**config.mk**
```make
export PLATFORM = sky130hd
export DESIGN_NAME = axilite_regbus_bridge
export DESIGN_NICKNAME = d
export VERILOG_FILES = /design/src/rtl/axilite_regbus_bridge.sv
export SDC_FILE = /design/constraint.sdc
export NUM_CORES = 1
export LEC_CHECK = 0
export ABC_AREA = 1
export CORE_ASPECT_RATIO = 0.75
export CORE_UTILIZATION = 25
export CTS_CLUSTER_DIAMETER = 150
export DETAILED_ROUTE_END_ITERATION = 10
export PLACE_DENSITY = 0.6
export SLEW_MARGIN = 20
export SYNTH_ARGS = -nofsm -noshare
export SYNTH_HDL_FRONTEND = slang
export SYNTH_SLANG_ARGS = --single-unit
```
**constraint.sdc**
```tcl
create_clock -name ACLK -period 7.5 [get_ports ACLK]
set_clock_uncertainty 0.15 [all_clocks]
set_input_delay 1.125 -clock ACLK [delete_from_list [all_inputs] [get_ports ACLK]]
set_output_delay 1.125 -clock ACLK [all_outputs]
set_load 0.01 [all_outputs]
```
**src/rtl/axilite_regbus_bridge.sv**
```systemverilog
// AXI4-Lite slave that turns AXI read/write transactions into single-beat
// register-bus requests, with decode-error and timeout responses.
module axilite_regbus_bridge #(
    parameter int              DATA_WIDTH     = 32,
    parameter int              ADDR_WIDTH     = 32,
    parameter longint unsigned BASE_ADDR      = 0,
    parameter longint unsigned ADDR_SPAN      = 'h1000,
    parameter int              TIMEOUT_CYCLES = 64
) (
    input  logic                    ACLK,
    input  logic                    ARESETN,
    input  logic                    AWVALID,
    output logic                    AWREADY,
    input  logic [ADDR_WIDTH-1:0]   AWADDR,
    input  logic                    WVALID,
    output logic                    WREADY,
    input  logic [DATA_WIDTH-1:0]   WDATA,
    input  logic [DATA_WIDTH/8-1:0] WSTRB,
    output logic                    BVALID,
    input  logic                    BREADY,
    output logic [1:0]              BRESP,
    input  logic                    ARVALID,
    output logic                    ARREADY,
    input  logic [ADDR_WIDTH-1:0]   ARADDR,
    output logic                    RVALID,
    input  logic                    RREADY,
    output logic [DATA_WIDTH-1:0]   RDATA,
    output logic [1:0]              RRESP,
    output logic                    bus_req,
    output logic                    bus_req_is_wr,
    output logic [ADDR_WIDTH-1:0]   bus_addr,
    output logic [DATA_WIDTH-1:0]   bus_wr_data,
    output logic [DATA_WIDTH-1:0]   bus_wr_biten,
    input  logic                    bus_ready,
    input  logic                    bus_err,
    input  logic [DATA_WIDTH-1:0]   bus_rd_data
);

    localparam int STRB_W = DATA_WIDTH / 8;
    localparam int CNT_W  = (TIMEOUT_CYCLES == 0) ? 1 : $clog2(TIMEOUT_CYCLES + 1);
    localparam bit TO_EN  = (TIMEOUT_CYCLES != 0);
    localparam logic [CNT_W-1:0] CNT_LAST =
        CNT_W'((TIMEOUT_CYCLES == 0) ? 0 : TIMEOUT_CYCLES - 1);
    localparam logic [ADDR_WIDTH+1:0] WIN_LO   = (ADDR_WIDTH + 2)'(BASE_ADDR);
    localparam logic [ADDR_WIDTH+1:0] WIN_SPAN = (ADDR_WIDTH + 2)'(ADDR_SPAN);
    localparam logic [ADDR_WIDTH-1:0] ALIGN_MASK = ~(ADDR_WIDTH'(STRB_W - 1));

    localparam logic [1:0] RESP_OKAY   = 2'b00;
    localparam logic [1:0] RESP_SLVERR = 2'b10;
    localparam logic [1:0] RESP_DECERR = 2'b11;

    typedef enum logic [1:0] {ST_IDLE, ST_BUS_RD, ST_BUS_WR} state_t;

    state_t                state_q, state_d;
    logic                  aw_full_q, aw_full_d;
    logic [ADDR_WIDTH-1:0] aw_addr_q, aw_addr_d;
    logic                  w_full_q, w_full_d;
    logic [DATA_WIDTH-1:0] w_data_q, w_data_d;
    logic [STRB_W-1:0]     w_strb_q, w_strb_d;
    logic                  ar_full_q, ar_full_d;
    logic [ADDR_WIDTH-1:0] ar_addr_q, ar_addr_d;
    logic                  wr_issued_q, wr_issued_d;
    logic                  rd_issued_q, rd_issued_d;
    logic                  last_grant_wr_q, last_grant_wr_d;
    logic                  bvalid_q, bvalid_d;
    logic [1:0]            bresp_q, bresp_d;
    logic                  rvalid_q, rvalid_d;
    logic [1:0]            rresp_q, rresp_d;
    logic [DATA_WIDTH-1:0] rdata_q, rdata_d;
    logic [CNT_W-1:0]      wait_cnt_q, wait_cnt_d;

    logic                  wr_elig, rd_elig, grant_wr, grant_rd, idle;
    logic                  cur_is_wr, addr_hit, bus_active;
    logic [ADDR_WIDTH-1:0] cur_addr;
    logic [ADDR_WIDTH+1:0] addr_off;
    logic [DATA_WIDTH-1:0] biten_full;
    logic                  fin;
    logic [1:0]            fin_resp;
    logic [DATA_WIDTH-1:0] fin_data;

    for (genvar gi = 0; gi < STRB_W; gi++) begin : g_biten
        assign biten_full[gi*8 +: 8] = {8{w_strb_q[gi]}};
    end

    assign wr_elig  = aw_full_q & w_full_q & ~wr_issued_q & ~bvalid_q;
    assign rd_elig  = ar_full_q & ~rd_issued_q & ~rvalid_q;
    assign grant_wr = wr_elig & (~rd_elig | ~last_grant_wr_q);
    assign grant_rd = rd_elig & ~grant_wr;
    assign idle     = (state_q == ST_IDLE);

    // The bus cycle starts combinationally in the grant cycle, so the
    // active request class comes from the grant in IDLE and from the state otherwise.
    assign cur_is_wr  = idle ? grant_wr : (state_q == ST_BUS_WR);
    assign cur_addr   = cur_is_wr ? aw_addr_q : ar_addr_q;
    assign addr_off   = {2'b00, cur_addr} - WIN_LO;
    assign addr_hit   = (addr_off < WIN_SPAN);
    assign bus_active = idle ? ((grant_wr | grant_rd) & addr_hit) : 1'b1;

    assign bus_req       = bus_active;
    assign bus_req_is_wr = bus_active & cur_is_wr;
    assign bus_addr      = bus_active ? (cur_addr & ALIGN_MASK) : '0;
    assign bus_wr_data   = (bus_active & cur_is_wr) ? w_data_q : '0;
    assign bus_wr_biten  = (bus_active & cur_is_wr) ? biten_full : '0;

    assign AWREADY = ~aw_full_q;
    assign WREADY  = ~w_full_q;
    assign ARREADY = ~ar_full_q;
    assign BVALID  = bvalid_q;
    assign BRESP   = bresp_q;
    assign RVALID  = rvalid_q;
    assign RRESP   = rresp_q;
    assign RDATA   = rdata_q;

    always_comb begin
        state_d         = state_q;
        aw_full_d       = aw_full_q;
        aw_addr_d       = aw_addr_q;
        w_full_d        = w_full_q;
        w_data_d        = w_data_q;
        w_strb_d        = w_strb_q;
        ar_full_d       = ar_full_q;
        ar_addr_d       = ar_addr_q;
        wr_issued_d     = wr_issued_q;
        rd_issued_d     = rd_issued_q;
        last_grant_wr_d = last_grant_wr_q;
        bvalid_d        = bvalid_q;
        bresp_d         = bresp_q;
        rvalid_d        = rvalid_q;
        rresp_d         = rresp_q;
        rdata_d         = rdata_q;
        wait_cnt_d      = wait_cnt_q;
        fin             = 1'b0;
        fin_resp        = RESP_OKAY;
        fin_data        = '0;

        if (AWVALID && !aw_full_q) begin
            aw_full_d = 1'b1;
            aw_addr_d = AWADDR;
        end
        if (WVALID && !w_full_q) begin
            w_full_d = 1'b1;
            w_data_d = WDATA;
            w_strb_d = WSTRB;
        end
        if (ARVALID && !ar_full_q) begin
            ar_full_d = 1'b1;
            ar_addr_d = ARADDR;
        end
        if (bvalid_q && BREADY) begin
            bvalid_d    = 1'b0;
            aw_full_d   = 1'b0;
            w_full_d    = 1'b0;
            wr_issued_d = 1'b0;
        end
        if (rvalid_q && RREADY) begin
            rvalid_d    = 1'b0;
            ar_full_d   = 1'b0;
            rd_issued_d = 1'b0;
        end

        if (idle && (grant_wr || grant_rd)) begin
            last_grant_wr_d = grant_wr;
            if (grant_wr) wr_issued_d = 1'b1;
            else          rd_issued_d = 1'b1;
            if (!addr_hit) begin
                fin      = 1'b1;
                fin_resp = RESP_DECERR;
            end
        end

        // The wait counter includes the grant cycle, so bus_req is high for
        // exactly TIMEOUT_CYCLES cycles when bus_ready never comes.
        if (bus_active) begin
            if (bus_ready) begin
                fin      = 1'b1;
                fin_resp = bus_err ? RESP_SLVERR : RESP_OKAY;
                fin_data = bus_err ? '0 : bus_rd_data;
            end else if (TO_EN && (wait_cnt_q == CNT_LAST)) begin
                fin      = 1'b1;
                fin_resp = RESP_SLVERR;
            end else begin
                state_d    = cur_is_wr ? ST_BUS_WR : ST_BUS_RD;
                wait_cnt_d = TO_EN ? (wait_cnt_q + CNT_W'(1)) : '0;
            end
        end

        if (fin) begin
            state_d    = ST_IDLE;
            wait_cnt_d = '0;
            if (cur_is_wr) begin
                bvalid_d = 1'b1;
                bresp_d  = fin_resp;
            end else begin
                rvalid_d = 1'b1;
                rresp_d  = fin_resp;
                rdata_d  = fin_data;
            end
        end
    end

    always_ff @(posedge ACLK or negedge ARESETN) begin
        if (!ARESETN) begin
            state_q         <= ST_IDLE;
            aw_full_q       <= 1'b0;
            aw_addr_q       <= '0;
            w_full_q        <= 1'b0;
            w_data_q        <= '0;
            w_strb_q        <= '0;
            ar_full_q       <= 1'b0;
            ar_addr_q       <= '0;
            wr_issued_q     <= 1'b0;
            rd_issued_q     <= 1'b0;
            last_grant_wr_q <= 1'b0;
            bvalid_q        <= 1'b0;
            bresp_q         <= RESP_OKAY;
            rvalid_q        <= 1'b0;
            rresp_q         <= RESP_OKAY;
            rdata_q         <= '0;
            wait_cnt_q      <= '0;
        end else begin
            state_q         <= state_d;
            aw_full_q       <= aw_full_d;
            aw_addr_q       <= aw_addr_d;
            w_full_q        <= w_full_d;
            w_data_q        <= w_data_d;
            w_strb_q        <= w_strb_d;
            ar_full_q       <= ar_full_d;
            ar_addr_q       <= ar_addr_d;
            wr_issued_q     <= wr_issued_d;
            rd_issued_q     <= rd_issued_d;
            last_grant_wr_q <= last_grant_wr_d;
            bvalid_q        <= bvalid_d;
            bresp_q         <= bresp_d;
            rvalid_q        <= rvalid_d;
            rresp_q         <= rresp_d;
            rdata_q         <= rdata_d;
            wait_cnt_q      <= wait_cnt_d;
        end
    end

endmodule

```
==> impl_metrics.tcl <==
set metrics [dict create \
    dieWidth_um 196 \
    yosys.area.top_type "dfrtp_1" \
    dr_total_vias 6031 \
    grt_max_degree 91 \
    portBuffers 273 \
    report.final.setup_viol 0 \
    grtUsageTotal_pct 15.0 \
    yosysSeqAreaShare_pct 52.8 \
    finalCritPeriodShare_pct 80.9 \
    cts_tree "built" \
    async_flop_share_pct 100 \
    whs_ns 0.325 \
    grt_pass1_wl_mm 33.4 \
    wl_mm 21.2 \
    postSynthAreaPerCell_um2 8.67 \
    fin_crit_ns 6.06 \
    reg2reg_depth 13 \
    fin_util_pct 38.4 \
    nets 1190 \
    hold_path.class "reg2reg" \
    critPathArrivalTime_ns 4.79 \
    hp-start "RDATA[10]$_DFFE_PN0P_" \
    path_class "reg2out" \
    post_cts_resized 0 \
    fillers 2757 \
    ys_types 31 \
    clk_pin_slew_worst_paths_ns 0.06 \
    grt_pass1_vias 6028 \
    drive_gt1_share_pct 10.7 \
    fin_tns_setup_ns 0 \
    crit_path_start_kind "register" \
    cp-end-kind "output port" \
    synthesis.instances 815 \
    htreeDepth 4 \
    post_drt_wl_per_cell_um 14.7 \
    rsz0062_at_grt "no" \
    maxCapViolations 0 \
    power_density_nw_per_um2 351 \
    hold_viol 0 \
    cts_setup_buffers 0 \
    relSlewSlack_pct 41.7 \
    synth.area.top_cells "dfrtp_1 (53%), nand2_1 (11%), mux2_2 (8.8%), nor2_1 (7.1%), a21oi_1 (5.2%)" \
    worst_slack_ns 1.44 \
    cp.required_ns 6.22 \
    io_pins 280 \
    ys_seq_elements 149 \
    synth_top_area_share_pct 52.8 \
    post-place-ws_ns 1.77 \
    synth_edf_count 0 \
    hpwl_mm 14.6 \
    drc 0 \
    yosysMostFrequentCell "nand2_1" \
    synth_ff_type "dfrtp_1" \
    synth-warning-count 0 \
    worstMarginPinSlew_ns 0.875 \
    clk_latency_ns 0.43 \
    coreArea_um2 27400 \
    slew_viol_final 0 \
    gp_congestion 0.765 \
    whs_path_depth 2 \
    die_h_um 148 \
    synth_common_cells "nand2_1 (215), dfrtp_1 (149), nor2_1 (133), a21oi_1 (74), inv_1 (56)" \
    floorplan.initialDensity_pct 25.8 \
    outcome "finished clean" \
    max_freq_mhz 165 \
    cts_num_sinks 149 \
    ant_nets 0 \
    syn_area_um2 7060 \
    critical_path.max_fanout 37 \
    area_delta_synth_final_pct 48.8 \
    antenna_cells 0 \
    rows 52 \
    cts_root_buf "clkbuf_16" \
    drt_iter0_drc 212 \
    irDropWorstVdd_uv 178 \
    r2r_start "state_q[0]$_DFFE_PN0P_" \
    globalRoute.totalOverflow 0 \
    antenna_found_initial 0 \
    holdBufCountCts 0 \
    p_leak_nw 4.79 \
    cts_made_buffers 17 \
    critPathLaunch "state_q[0]$_DFFE_PN0P_" \
    first_pass_iters 5 \
    vias_per_cell 4.19 \
    die_area_um2 28900 \
    clk_path_buf_depth 2 \
]
==> final cells by class <==
type,instances,area (um2),area share [%]
well taps,378,473,4.50
repair buffers,280,2790,26.5
clock inverters,15,171,1.63
clock buffers,17,425,4.05
flip-flops and latches,149,3730,35.5
multi-input cells,539,2700,25.7
inverters,61,229,2.18
==> flip-flops by register name, summed over array words and instances (netlist names), 2 cells and up <==
name / cells
ar_addr_q: 30
wait_cnt_q: 7
RDATA: 32
RRESP: 2
aw_addr_q: 30
BRESP: 2
w_strb_q: 4
state_q: 2
w_data_q: 32
==> cells by family (layout without fill, tap and decap cells) <==
kind of cell / after synthesis / after routing / synth area share, %
AO/OA/AOI/OAI: 90 / 90 / 6.50
multiplexers: 55 / 55 / 8.77
other: 1 / 2 / 0.0531
XOR/XNOR: 5 / 5 / 0.620
flip-flops: 149 / 149 / 52.8
adder cells (fa/ha/maj): 1 / 1 / 0.177
AND/OR/NAND/NOR: 386 / 386 / 22.0
buffers and inverters: 128 / 373 / 9.12
==> worst paths after layout <==
path                                        endpoint  slack [ns]
setup / recovery                    bus_wr_biten[27]        1.44
hold / removal                 RDATA[10]$_DFFE_PN0P_        0.33
setup reg to reg               RDATA[24]$_DFFE_PN0P_        3.62
hold reg to reg                RDATA[10]$_DFFE_PN0P_        0.33
max in group asynchronous   aw_addr_q[8]$_DFFE_PN0P_        5.18
min in group asynchronous  ar_addr_q[25]$_DFFE_PN0P_        0.63
==> stage by stage <==
| stage | cells | cell area [um2] | total power [mW] |
|---|---|---|---|
| after global placement | 1407 | 9920 | 2.82 |
| after CTS | 1439 | 10500 | 3.76 |
| after global routing | 1439 | 10500 | 3.98 |
| after detailed placement | 1407 | 9920 | 2.85 |
| after floorplan | 816 | 7070 | 2.25 |
| final | 1439 | 10500 | 3.69 |
==> worst max-delay path, cell delays in order (launching register included) <==
cell,delay [ns]
dfrtp_1,0.35
clkinv_1,0.47
nand2_4,0.60
inv_2,0.28
o21ai_0,0.30
nand2_1,0.09
nor2_1,0.23
nand4_1,0.16
nand2_1,0.18
nand2_2,0.49
nor2_1,0.54
clkdlybuf4s50_1,0.63
==> layout by cell type, fill, tap and decap left out, types with 7 or more instances in the layout <==
cell and instances:
dfrtp_1 149, o21ai_0 9, nor2_1 132, clkbuf_16 17
nand3_1 20, clkdlybuf4s50_1 272, inv_1 56, a21oi_1 74
nand2_1 214, mux2_2 55, buf_4 7
==> where the power goes <==
part / leakage (nW) / switching (mW) / internal [mW]
logic: 2.70 / 0.889 / 0.663
clock network: 0.285 / 0.384 / 0.500
registers: 1.80 / 0.133 / 1.12
total: 4.79 / 1.41 / 2.29
==> routing by layer <==
metal / GRT usage (%) / wire length (um) / part of all wire, %
met5: 0 / 0 / 0
met4: 3.75 / 160 / 0.76
met3: 6.50 / 2070 / 9.8
met2: 21.6 / 9020 / 43
met1: 20.4 / 9910 / 47
No activity file was read; power rests on OpenSTA's default activity.
